<file path="config.mk">
export PLATFORM = sky130hd
export DESIGN_NAME = truth_sweep_ctrl
export DESIGN_NICKNAME = d
export VERILOG_FILES = /design/src/rtl/truth_sweep_ctrl.sv
export SDC_FILE = /design/constraint.sdc
export NUM_CORES = 1
export LEC_CHECK = 0
export BUFFER_PORTS_ARGS = -buffer_cell sky130_fd_sc_hd__buf_2
export CAP_MARGIN = 20
export CORE_UTILIZATION = 42
export DETAILED_ROUTE_END_ITERATION = 16
export SLEW_MARGIN = 20
export SYNTH_ARGS = -nofsm -noshare
export SYNTH_HDL_FRONTEND = slang
export SYNTH_SLANG_ARGS = --single-unit
export TNS_END_PERCENT = 20
</file>
<file path="constraint.sdc">
create_clock -name clk -period 2.5 [get_ports clk]
set_clock_uncertainty 0.05 [all_clocks]
set_input_delay 0.125 -clock clk [delete_from_list [all_inputs] [get_ports clk]]
set_output_delay 0.125 -clock clk [all_outputs]
set_load 0.05 [all_outputs]
</file>
<file path="src/rtl/truth_sweep_ctrl.sv">
// truth_sweep_ctrl: walks every input combination of an N_IN-input
// combinational function and captures its output into a truth table.
// It also counts how many vectors produced a 1.
// Optional feature: define SWEEP_GRAY_EN to step drv_out in Gray order.
// The table is still indexed by the binary value of drv_out, so the
// captured contents match binary mode.
module truth_sweep_ctrl #(
  parameter int N_IN   = 6,
  parameter int SETTLE = 1
) (
  input  logic                   clk,
  input  logic                   rst_n,
  input  logic                   start,
  input  logic                   abort,
  input  logic                   y_in,
  output logic [N_IN-1:0]        drv_out,
  output logic                   busy,
  output logic                   done,
  output logic [N_IN:0]          ones_cnt,
  output logic [(1<<N_IN)-1:0]   truth_tbl
);

  localparam int              NV       = 1 << N_IN;
  localparam logic [3:0]      SETTLE_C = 4'(SETTLE);
  localparam logic [N_IN-1:0] IDX_LAST = '1;

  typedef enum logic [1:0] {
    S_IDLE  = 2'd0,
    S_SWEEP = 2'd1,
    S_DONE  = 2'd2
  } state_t;

  state_t            state_q, state_d;
  logic [N_IN-1:0]   idx_q, idx_d;
  logic [3:0]        wait_cnt_q, wait_cnt_d;
  logic [N_IN-1:0]   drv_out_q, drv_out_d;
  logic              busy_q, busy_d;
  logic              done_q, done_d;
  logic [N_IN:0]     ones_cnt_q, ones_cnt_d;
  logic [NV-1:0]     truth_tbl_q, truth_tbl_d;

  // Map a sweep position to the vector driven onto the function inputs
  function automatic logic [N_IN-1:0] code(input logic [N_IN-1:0] i);
`ifdef SWEEP_GRAY_EN
    return i ^ (i >> 1);
`else
    return i;
`endif
  endfunction

  // Next-state and next-output logic for the sweep sequencer
  always_comb begin
    state_d     = state_q;
    idx_d       = idx_q;
    wait_cnt_d  = wait_cnt_q;
    drv_out_d   = drv_out_q;
    busy_d      = busy_q;
    done_d      = 1'b0;
    ones_cnt_d  = ones_cnt_q;
    truth_tbl_d = truth_tbl_q;
    case (state_q)
      S_IDLE: begin
        // abort has priority over a simultaneous start
        if (start && !abort) begin
          state_d     = S_SWEEP;
          truth_tbl_d = '0;
          ones_cnt_d  = '0;
          idx_d       = '0;
          wait_cnt_d  = '0;
          drv_out_d   = code('0);
          busy_d      = 1'b1;
        end
      end
      S_SWEEP: begin
        if (abort) begin
          // partial table and count are deliberately kept
          state_d    = S_IDLE;
          drv_out_d  = '0;
          wait_cnt_d = '0;
          busy_d     = 1'b0;
        end else if (wait_cnt_q != SETTLE_C) begin
          wait_cnt_d = wait_cnt_q + 4'd1;
        end else begin
          truth_tbl_d[drv_out_q] = y_in;
          ones_cnt_d             = ones_cnt_q + {{N_IN{1'b0}}, y_in};
          wait_cnt_d             = '0;
          if (idx_q == IDX_LAST) begin
            state_d   = S_DONE;
            drv_out_d = '0;
            busy_d    = 1'b0;
            done_d    = 1'b1;
          end else begin
            idx_d     = idx_q + 1'b1;
            drv_out_d = code(idx_q + 1'b1);
          end
        end
      end
      S_DONE: begin
        state_d = S_IDLE;
      end
      default: begin
        state_d   = S_IDLE;
        drv_out_d = '0;
        busy_d    = 1'b0;
      end
    endcase
  end

  // State and registered outputs, cleared asynchronously by rst_n
  always_ff @(posedge clk or negedge rst_n) begin
    if (!rst_n) begin
      state_q     <= S_IDLE;
      idx_q       <= '0;
      wait_cnt_q  <= '0;
      drv_out_q   <= '0;
      busy_q      <= 1'b0;
      done_q      <= 1'b0;
      ones_cnt_q  <= '0;
      truth_tbl_q <= '0;
    end else begin
      state_q     <= state_d;
      idx_q       <= idx_d;
      wait_cnt_q  <= wait_cnt_d;
      drv_out_q   <= drv_out_d;
      busy_q      <= busy_d;
      done_q      <= done_d;
      ones_cnt_q  <= ones_cnt_d;
      truth_tbl_q <= truth_tbl_d;
    end
  end

  assign drv_out   = drv_out_q;
  assign busy      = busy_q;
  assign done      = done_q;
  assign ones_cnt  = ones_cnt_q;
  assign truth_tbl = truth_tbl_q;

endmodule

</file>
==> results.md, run 1 <==
| Result | Reported | Unit |
|---|---|---|
| Routed len/inst | 19.2 | um |
| Commonest cells in the netlist | sky130_fd_sc_hd__o21ai_0, sky130_fd_sc_hd__dfrtp_1, sky130_fd_sc_hd__a21oi_1 | - |
| Global routing usage summed across all routing layers | 24.7 | % |
| Slew headroom | 55.2 | % |
| Reg2reg setup slack | 0.34 | ns |
| Max Cap Viol | 0 | - |
| Crit end category | register | - |
| # setup viols final | 0 | - |
| Root Driver | sky130_fd_sc_hd__clkbuf_8 | - |
| Clock latency on the worst-skew pair | 0.36 | ns |
| Met1 track utilization from global routing | 38.3 | % |
| Max Fclk | 0.462 | GHz |
| DIE HEIGHT | 104 | um |
| Element type at the critical path start | register | - |
| Initial core utilization | 43.9 | % |
| Number of global-route vias before repair | 3,591 | - |
| Layout overhead on the synthesized area | 20.2 | % |
| Met2 usage in global routing | 34.7 | % |
| Placeable core area | 9860 | um2 |
| Total negative setup slack | 0 | ns |
| Ratio of cells with drive above 1 in the final layout | 25.2 | % |
| Count of distinct cell types in the synthesized netlist | 43 | - |
| Final Max Tran Viols | 0 | - |
| Run status | finished clean | - |
| Total global routing overflow | 0 | - |
| Crit Path Class | register to register | - |
| Routed wire length | 12,900 | um |
| Slew @ Worst Pin | 0.672 | ns |
| Library cell occupying the most area in the post-synthesis netlist | sky130_fd_sc_hd__dfrtp_1 | - |
| Setup repair after global routing missed its margin | no | - |
| 1st-iter DRT viols | 334 | - |
| Routed via count divided by cell count | 5.84 | - |
| Drt first pass iters | 5 | - |
| CTS tree | done | - |
| Most used standard cell by instance count after synthesis | sky130_fd_sc_hd__o21ai_0 | - |
| Synthesized instance count | 454 | - |
| EDFF count, synth | 0 | - |
| Summed instance area of the synthesized netlist | 4330 | um2 |
| Post-Synthesis Mean Instance Area | 9.54 | um2 |
| Sequential cell area fraction in the yosys report | 52.6 | % |
| Number of cells in the finished layout apart from fillers | 673 | - |
| Switching power | 0.00202 | W |
| Die Wd | 104 | um |
| Diode count | 0 | - |
| Final critical-path share of the clock period | 86.6 | % |
| Termination of the worst setup path | truth_tbl[4] | - |
| Post-CTS Resized | 0 | - |
| Grt peak-use layer | met1 | - |
| Buffers added on ports | 83 | - |
| Post-Syn Nets | 464 | - |
| HPWL after DPL | 8400 | um |
| Dominant synthesized flop cell | sky130_fd_sc_hd__dfrtp_1 | - |
| Hold slack | 0.111 | ns |
| Inserted Clock Buffers | 9 | - |
| Total count of hold-check failures in the final report | 0 | - |
| Final antenna-violating net count | 0 | - |
| Final critical-path required period | 2.16 | ns |
| Switching part of the total | 43.7 | % |
| Flop and latch count out of synthesis | 91 | - |
| Power per Cell Area | 889 | nW/um2 |
| Cells after DPL | 654 | - |
| Wire length of the first global-routing pass | 20,600 | um |
| Number of top-level pins | 84 | - |
| Die Footprint | 10,700 | um2 |
| Ys Warns | 0 | - |
| Clock tree buffer depth | 2 | - |
| Maximum fanout count along the critical path | 8 | - |
| Final weighted congestion of routability-driven global placement | 0.845 | - |
| Met3 GRT Util | 3.52 | % |
| Most area-consuming cells after synthesis | sky130_fd_sc_hd__dfrtp_1, sky130_fd_sc_hd__o21ai_0, sky130_fd_sc_hd__a21oi_1, sky130_fd_sc_hd__clkbuf_1, sky130_fd_sc_hd__o311ai_0 | - |
| Leakage power total | 2.51 | nW |
| Initial antenna violation count | 0 | - |
| Register share of total power | 38.7 | % |
| Clock Sink Count | 91 | - |
| Endpoint of the lowest-slack register-to-register path | truth_tbl[4] | - |
| Int Pwr | 0.00261 | W |
| Total number of nets in the final design | 545 | - |
| Source of the critical timing path | wait_cnt_q[1] | - |
| Core utilization of the finished layout | 52.8 | % |
| FP Rows | 36 | - |
| Number of design rule violations left after detail routing | 0 | - |
| Combinational fraction of design power | 38.8 | % |
| HP Class | input port to register | - |
| Count of H-tree levels built during CTS | 3 | - |
| Data required time of the worst path | 2.71 | ns |
| Clock power frac | 22.5 | % |
| Share of the synthesized area in the top cell type | 52.6 | % |
| Fraction of registers with async set or reset after synthesis | 100 | % |
| Worst reg2reg startpoint | wait_cnt_q[1] | - |
| R2r worst-path depth | 7 | - |
| Signal arrival time at the worst endpoint | 2.38 | ns |
| Clock-pin slew of the registers on the worst-case setup and hold paths | 0.10 | ns |
| Peak ir drop on the vdd network | 432 | uV |
| Maximum number of pins on one net before global-route repair | 56 | - |
| Via Count | 3,932 | - |
critical path, cell delays in order (launching register included):
cell and delay [ns]:
sky130_fd_sc_hd__dfrtp_1 0.44, sky130_fd_sc_hd__inv_1 0.07, sky130_fd_sc_hd__ha_1 0.14, sky130_fd_sc_hd__or3b_2 0.51, sky130_fd_sc_hd__o21ai_4 0.21, sky130_fd_sc_hd__buf_12 0.15
sky130_fd_sc_hd__nand2b_1 0.19, sky130_fd_sc_hd__o31ai_1 0.32
power by group through the flow:
stage | Clock [W] | Combinational [W] | Sequential, W
after floorplan | 0 | 0.000983 | 0.00195
after global placement | 0 | 0.00172 | 0.00181
after detailed placement | 0 | 0.00174 | 0.00182
after CTS | 0.00105 | 0.00175 | 0.00179
after global routing | 0.00112 | 0.00195 | 0.00182
final | 0.00104 | 0.00180 | 0.00179
layout make-up:
type / instances / area [um2]
Fill cell: 939 / 4660
Timing Repair Buffer: 108 / 646
Multi-Input combinational cell: 322 / 1910
Clock buffer: 10 / 128
Inverter: 3 / 11.3
Clock inverter: 6 / 72.6
Sequential cell: 91 / 2280
Tap cell: 133 / 166
cell usage in the layout (no fill, tap or decap), drive strengths merged, types with 2 or more instances in the layout:
cell and n:
nor2b 3, clkinv 2, or3 4, and2 3, o21a 2, nand3 15, o31ai 10, nor3b 9
xor2 7, a21oi 59, nand2b 2, ha 5, inv 5, nand4 6, o311ai 11, nor2 10
nand3b 3, or3b 4, dfrtp 91, and3 3, clkbuf 10, buf 107, nand2 20, and3b 6
o21ai 125, and4 2, nor3 4
cells by family (layout without fill, tap and decap cells):
family                   after synthesis  in the layout  share of synthesized area (%)
multiplexers                           2              2                          0.491
adder cells (fa/ha/maj)                5              5                           1.44
AND/OR/NAND/NOR                       96             96                           13.5
flip-flops                            91             91                           52.6
buffers and inverters                 41            127                           3.73
XOR/XNOR                               8              8                           1.62
AO/OA/AOI/OAI                        211            211                           26.7
registers in the layout, summed over array words and instances (netlist names):
| register | flops |
|---|---|
| drv_out | 6 |
| idx_q | 6 |
| ones_cnt | 7 |
| busy | 1 |
| done | 1 |
| state_q | 2 |
| wait_cnt_q | 4 |
| truth_tbl | 64 |
worst min-delay path by stage:
stage          startpoint           to  slack, ns  cells after the start
6_report             y_in  ones_cnt[0]       0.11                      4
3_3_place_gp        rst_n   drv_out[0]       0.16                      1
2_1_floorplan       rst_n         busy      -0.22                      0
4_1_cts              y_in  ones_cnt[0]       0.10                      4
3_5_place_dp        rst_n         done       0.15                      1
5_1_grt              y_in  ones_cnt[0]       0.14                      4
per-stage QoR:
step / instance area [um2] / total power [W] / worst slack [ns]
finish: 5210 / 0.00463 / 0.335
global route: 5210 / 0.00490 / 0.187
CTS: 5180 / 0.00459 / 0.140
detailed placement: 4970 / 0.00356 / 0.164
global placement: 4970 / 0.00353 / 0.274
floorplan: 4330 / 0.00294 / 0.417
per-layer routing:
metal | wire (um) | up-vias
met5 | 0 | -
met4 | 226 | 0
met3 | 830 | 17
met2 | 5680 | 155
met1 | 6150 | 1926
li1 | - | 1834
repair_timing:
| action | 4_1_cts | 5_1_grt |
|---|---|---|
| endpoints found under the setup margin | 0 | 5 |
| endpoints found under the hold margin | 50 | 0 |
| buffers inserted | 0 | 2 |
| hold buffers | 1 | 0 |
Power figures use the tool's default switching activity.
==> run 2, diff against run 1 <==
- CELL_PAD_IN_SITES_DETAIL_PLACEMENT: default -> 1
- CELL_PAD_IN_SITES_GLOBAL_PLACEMENT: default -> 1
- PLACE_DENSITY_LB_ADDON: default -> 0.1
- RECOVER_POWER: default -> 25
==> results.md, run 2 (synthesis results as in run 1) <==
| Result | Reported | Unit | Delta |
|---|---|---|---|
| Number of top-level pins | 84 | - | unchanged |
| Buffers and inverters on the worst path | 1 | - | -1 |
| Global routing usage summed across all routing layers | 27.9 | % | +3.3 points |
| Max Fclk | 0.425 | GHz | -7.9% |
| Post-CTS Setup Bufs | 0 | - | unchanged |
| Placed instance area | 4980 | um2 | +0.30% |
| Setup repair after global routing missed its margin | yes | - |  |
| HP Class | input port to register | - |  |
| Crit Path Class | register to register | - |  |
| Ratio of cells with drive above 1 in the final layout | 25.4 | % | +0.19 points |
| Clock Sink Count | 91 | - | unchanged |
| Routed via count divided by cell count | 6.00 | - | +2.6% |
| Total met3 wirelength after detailed routing | 696 | um | -16% |
| Area occupied by multi-input gates | 1910 | um2 | unchanged |
| Crit-path leading delay family | simple AND/OR/NAND/NOR gates | - |  |
| Diode count | 0 | - | unchanged |
| Inserted Clock Buffers | 9 | - | unchanged |
| Most used cells in the layout excluding fill and tap cells | sky130_fd_sc_hd__o21ai_0, sky130_fd_sc_hd__dfrtp_1, sky130_fd_sc_hd__buf_2 | - |  |
| Routed wire length | 14,300 | um | +11% |
| Power per Cell Area | 891 | nW/um2 | +0.26% |
| Most common cell after layout, fill and taps aside | sky130_fd_sc_hd__o21ai_0 | - |  |
| Buffers added on ports | 83 | - | unchanged |
| Drt first pass iters | 5 | - | unchanged |
| Standard cell with the maximum stage delay on the critical path | sky130_fd_sc_hd__or3b_2 | - |  |
| Run status | finished clean | - |  |
| Max Cap Viol | 0 | - | unchanged |
| 1st-iter DRT viols | 237 | - | -29% |
| Number of cells in the finished layout apart from fillers | 673 | - | unchanged |
| Clock latency on the worst-skew pair | 0.38 | ns | +0.02 ns |
| Final critical-path share of the clock period | 94.1 | % | +7.5 points |
| Number of design rule violations left after detail routing | 0 | - | unchanged |
| Total global routing overflow | 0 | - | unchanged |
| Routed len/inst | 21.2 | um | +11% |
| Final antenna-violating net count | 0 | - | unchanged |
| Routed length on met2 | 6730 | um | +18% |
| Die Footprint | 10,700 | um2 | unchanged |
| Core utilization of the finished layout | 52.3 | % | -0.46 points |
| Clock-pin slew of the registers on the worst-case setup and hold paths | 0.10 | ns | about the same |
| Top metal layer carrying routed signals | met4 | - |  |
| Placeable core area | 9860 | um2 | unchanged |
| Total count of hold-check failures in the final report | 0 | - | unchanged |
| FP Rows | 36 | - | unchanged |
| Final weighted congestion of routability-driven global placement | 0.833 | - | -1.5% |
| Root Driver | sky130_fd_sc_hd__clkbuf_8 | - |  |
| Die Wd | 104 | um | unchanged |
| Maximum number of pins on one net before global-route repair | 53 | - | -5.4% |
| Slew headroom | 8.74 | % | -46 points |
| Leakage power total | 2.50 | nW | -0.36% |
| Total number of nets in the final design | 545 | - | unchanged |
| Final Max Tran Viols | 0 | - | unchanged |
| Via Count | 4,036 | - | +2.6% |
| Layout overhead on the synthesized area | 19.2 | % |  |
| Crit end category | register | - |  |
| Slew @ Worst Pin | 1.37 | ns | +0.697 ns |
| Post-CTS Resized | 0 | - | unchanged |
| WL met1 | 6620 | um | +7.6% |
| Non-Filler Cell Area, Final | 5160 | um2 | -0.86% |
| Data required time of the worst path | 2.74 | ns | +0.03 ns |
| Initial antenna violation count | 0 | - | unchanged |
| Fillers | 1,168 | - | +24% |
| Final critical-path required period | 2.35 | ns | +0.187 ns |
| Initial core utilization | 43.9 | % | unchanged |
| # setup viols final | 0 | - | unchanged |
| Clock tree buffer depth | 2 | - | unchanged |
| Signal arrival time at the worst endpoint | 2.59 | ns | +0.21 ns |
| CTS tree | done | - |  |
| HPWL after DPL | 9440 | um | +12% |
| Total negative setup slack | 0 | ns | unchanged |
| Number of global-route vias before repair | 3,979 | - | +11% |
| Maximum fanout count along the critical path | 11 | - | +3 |
| DIE HEIGHT | 104 | um | unchanged |
| Peak per-stage delay on the critical path | 0.51 | ns | about the same |
| Count of H-tree levels built during CTS | 3 | - | unchanged |
| Area used by sequential logic in the layout | 2280 | um2 | unchanged |
| Wire length of the first global-routing pass | 23,000 | um | +12% |
| Peak ir drop on the vdd network | 410 | uV | -5.2% |
| Number of flip-flops in the largest register | 64 | - | unchanged |
| Element type at the critical path start | register | - |  |
| Chain of cells forming the critical path | inv_1, ha_1, or3b_2, o21ai_4, nand2b_1, o31ai_1 | - |  |
| Cells after DPL | 656 | - | +0.31% |
## run 2: final timing paths
check	start	endpoint	slack [ns]	cells after the start
worst min-delay path	y_in	ones_cnt[0]	0.09	4
min in group asynchronous	rst_n	drv_out[1]	0.53	2
worst max register to register	wait_cnt_q[1]	truth_tbl[6]	0.15	6
worst min register to register	truth_tbl[35]	truth_tbl[35]	0.46	2
worst max-delay path	wait_cnt_q[1]	truth_tbl[6]	0.15	6
max in group asynchronous	rst_n	truth_tbl[45]	0.50	3
## run 2: stage by stage
stage | power [W] | worst slack, ns | hold slack (ns)
2_1_floorplan | 0.00294 | 0.417 | -0.221
3_3_place_gp | 0.00357 | 0.301 | 0.169
3_5_place_dp | 0.00362 | 0.185 | 0.174
4_1_cts | 0.00460 | 0.172 | 0.0829
5_1_grt | 0.00486 | -0.0258 | 0.0980
6_report | 0.00460 | 0.148 | 0.0858
## run 2: layout make-up
class,count,share of cell area (%)
Clock buffer,10,2.67
Timing Repair Buffer,108,11.9
Clock inverter,6,0.921
Sequential cell,91,44.1
Tap cell,133,3.22
Inverter,3,0.218
Multi-Input combinational cell,322,36.9
## run 2: repair_timing
action,in CTS,in global routing
hold endpoints to repair,50,0
hold buffers,1,0
endpoints found under the setup margin,0,3
## run 2: worst reg2reg max path, stage by stage, from the launching register on
cell	delay (ns)
sky130_fd_sc_hd__dfrtp_1	0.43
sky130_fd_sc_hd__inv_1	0.07
sky130_fd_sc_hd__ha_1	0.15
sky130_fd_sc_hd__or3b_2	0.51
sky130_fd_sc_hd__o21ai_4	0.41
sky130_fd_sc_hd__nand2b_1	0.31
sky130_fd_sc_hd__o31ai_1	0.33
## run 2: routing by layer
metal / global-route usage, % / up-vias
met5: 0 / -
met3: 3.27 / 17
met1: 40.5 / 2068
li1: - / 1826
met4: 9.63 / 0
met2: 43.3 / 125
## run 2: report_power, final
group | internal, W | switching (W)
Combinational | 0.000530 | 0.00129
Clock | 0.000401 | 0.000579
Sequential | 0.00159 | 0.000211
==> run 3, diff against run 2 <==
- CORE_UTILIZATION: 42 -> 45
- clock period: 2.5 -> 2.8 ns (I/O delays scaled with it)
==> results.md, run 3 (synthesis results as in run 1) <==
| Result | Reported | Unit | Delta |
|---|---|---|---|
| Total count of hold-check failures in the final report | 0 | - | unchanged |
| Clock tree buffer depth | 2 | - | unchanged |
| Launch instance of the worst min-delay path | y_in | - |  |
| Initial antenna violation count | 0 | - | unchanged |
| Routed wire length | 14,600 | um | +2.0% |
| DIE HEIGHT | 100 | um | -3.3% |
| Clock Sink Count | 91 | - | unchanged |
| Post-CTS Setup Bufs | 0 | - | unchanged |
| Crit end category | register | - |  |
| Final antenna-violating net count | 0 | - | unchanged |
| Final weighted congestion of routability-driven global placement | 0.829 | - | -0.47% |
| Number of global-route vias before repair | 4,109 | - | +3.3% |
| Endpoint of the lowest-slack register-to-register path | truth_tbl[11] | - |  |
| Met1 track utilization from global routing | 43.6 | % | +3.1 points |
| Met3 GRT Util | 4.46 | % | +1.2 points |
| Grt peak-use layer | met2 | - |  |
| HP Class | input port to register | - |  |
| Run status | finished clean | - |  |
| Ratio of cells with drive above 1 in the final layout | 21.7 | % | -3.7 points |
| Final critical-path required period | 2.48 | ns | +0.124 ns |
| Fillers | 1,117 | - | -4.4% |
| R2r worst-path depth | 6 | - | unchanged |
| Buffers added on ports | 83 | - | unchanged |
| Layout overhead on the synthesized area | 19.5 | % |  |
| Clock latency on the worst-skew pair | 0.37 | ns | about the same |
| Setup repair after global routing missed its margin | no | - |  |
| CTS tree | done | - |  |
| Die Footprint | 10,000 | um2 | -6.5% |
| Routed len/inst | 21.8 | um | +2.7% |
| Worst reg2reg startpoint | wait_cnt_q[1] | - |  |
| HPWL after DPL | 9480 | um | +0.42% |
| Max Fclk | 0.404 | GHz | -5.0% |
| Number of top-level pins | 84 | - | unchanged |
| Global routing usage summed across all routing layers | 30.6 | % | +2.7 points |
| Power per Cell Area | 832 | nW/um2 | -6.6% |
| Most common cell after layout, fill and taps aside | sky130_fd_sc_hd__o21ai_0 | - |  |
| Wire length of the first global-routing pass | 23,100 | um | +0.66% |
| Count of H-tree levels built during CTS | 3 | - | unchanged |
| Inserted Clock Buffers | 9 | - | unchanged |
| Drt first pass iters | 5 | - | unchanged |
| Total negative setup slack | 0 | ns | unchanged |
| Initial core utilization | 46.7 | % | +2.7 points |
| Root Driver | sky130_fd_sc_hd__clkbuf_8 | - |  |
| Signal arrival time at the worst endpoint | 2.69 | ns | +0.10 ns |
| Total global routing overflow | 0 | - | unchanged |
| 1st-iter DRT viols | 255 | - | +7.6% |
| Leakage power total | 2.43 | nW | -2.7% |
| FP Rows | 35 | - | -2.8% |
| Max Cap Viol | 0 | - | unchanged |
| # setup viols final | 0 | - | unchanged |
| Reg2reg setup slack | 0.32 | ns | +0.18 ns |
| Core utilization of the finished layout | 55.8 | % | +3.4 points |
| Diode count | 0 | - | unchanged |
| Slew headroom | 18.1 | % | +9.4 points |
| Number of design rule violations left after detail routing | 0 | - | unchanged |
| Routed via count divided by cell count | 6.14 | - | +2.4% |
| Element type at the critical path start | register | - |  |
| Placeable core area | 9280 | um2 | -5.9% |
| Data required time of the worst path | 3.01 | ns | +0.27 ns |
| Total power after layout | 0.00431 | W | -6.4% |
| Final Max Tran Viols | 0 | - | unchanged |
| Peak ir drop on the vdd network | 436 | uV | +6.4% |
| Clock-pin slew of the registers on the worst-case setup and hold paths | 0.09 | ns | about the same |
| Crit Path Class | register to register | - |  |
| Maximum number of pins on one net before global-route repair | 63 | - | +19% |
| Die Wd | 100 | um | -3.3% |
| Via Count | 4,103 | - | +1.7% |
| Number of flip-flops in the largest register | 64 | - | unchanged |
| Met2 usage in global routing | 48.5 | % | +5.3 points |
| Hold Path Stages | 4 | - | unchanged |
| Slew @ Worst Pin | 1.23 | ns | -0.141 ns |
| Total number of nets in the final design | 544 | - | -0.18% |
| Maximum fanout count along the critical path | 14 | - | +3 |
| End point of the worst hold path | ones_cnt[0] | - |  |
| Final critical-path share of the clock period | 88.4 | % | -5.6 points |
| Area occupied by multi-input gates | 1910 | um2 | unchanged |
| Most used cells in the layout excluding fill and tap cells | sky130_fd_sc_hd__o21ai_0, sky130_fd_sc_hd__dfrtp_1, sky130_fd_sc_hd__buf_2 | - |  |
| Area used by sequential logic in the layout | 2280 | um2 | unchanged |
==> run 3: layout make-up <==
type                            count  share of cell area (%)
Clock inverter                      3                    1.30
Inverter                            3                   0.217
Tap cell                          129                    3.12
Sequential cell                    91                    44.0
Timing Repair Buffer              107                    11.1
Multi-Input combinational cell    322                    36.8
Clock buffer                       13                    3.46
==> run 3: how the worst max path moves through the flow <==
stage	from	to	slack, ns	depth (start not counted)
3_5_place_dp	wait_cnt_q[1]	truth_tbl[11]	0.35	6
2_1_floorplan	wait_cnt_q[1]	idx_q[3]	0.72	7
3_3_place_gp	wait_cnt_q[1]	truth_tbl[5]	0.48	6
4_1_cts	wait_cnt_q[1]	truth_tbl[11]	0.35	6
5_1_grt	wait_cnt_q[1]	truth_tbl[24]	0.22	6
6_report	wait_cnt_q[1]	truth_tbl[11]	0.32	6
==> run 3: worst max-delay path, cell delays in order (launching register included) <==
cell and delay, ns:
sky130_fd_sc_hd__dfrtp_1 0.44, sky130_fd_sc_hd__inv_1 0.08, sky130_fd_sc_hd__ha_1 0.15, sky130_fd_sc_hd__or3b_2 0.51
sky130_fd_sc_hd__o21ai_4 0.48, sky130_fd_sc_hd__nand3_1 0.37, sky130_fd_sc_hd__o21ai_0 0.31
==> run 3: through the flow <==
stage	instance area (um2)	hold WS, ns	std cells	setup WS [ns]
2_1_floorplan	4330	-0.206	454	0.717
3_3_place_gp	4950	0.150	651	0.485
3_5_place_dp	4950	0.151	651	0.355
4_1_cts	5200	0.111	668	0.352
5_1_grt	5180	0.156	668	0.221
6_report	5180	0.113	668	0.324
==> run 3: timing repair <==
action / 4_1_cts / 5_1_grt
endpoints found under the hold margin: 46 / 0
hold buffers: 1 / 0
resized for setup: 0 / 0
==> run 3: routing by layer <==
layer	vias up	wire length, um
met1	2109	6590
met5	-	0
met2	155	6950
met3	18	807
li1	1821	-
met4	0	214
==> run 3: report_power, final <==
group | leakage (nW) | total [W] | internal [W] | switching, W
clock | 0.122 | 0.00109 | 0.000601 | 0.000488
sequential | 1.26 | 0.00161 | 0.00142 | 0.000191
combinational | 1.05 | 0.00161 | 0.000455 | 0.00116
total | 2.43 | 0.00431 | 0.00247 | 0.00183
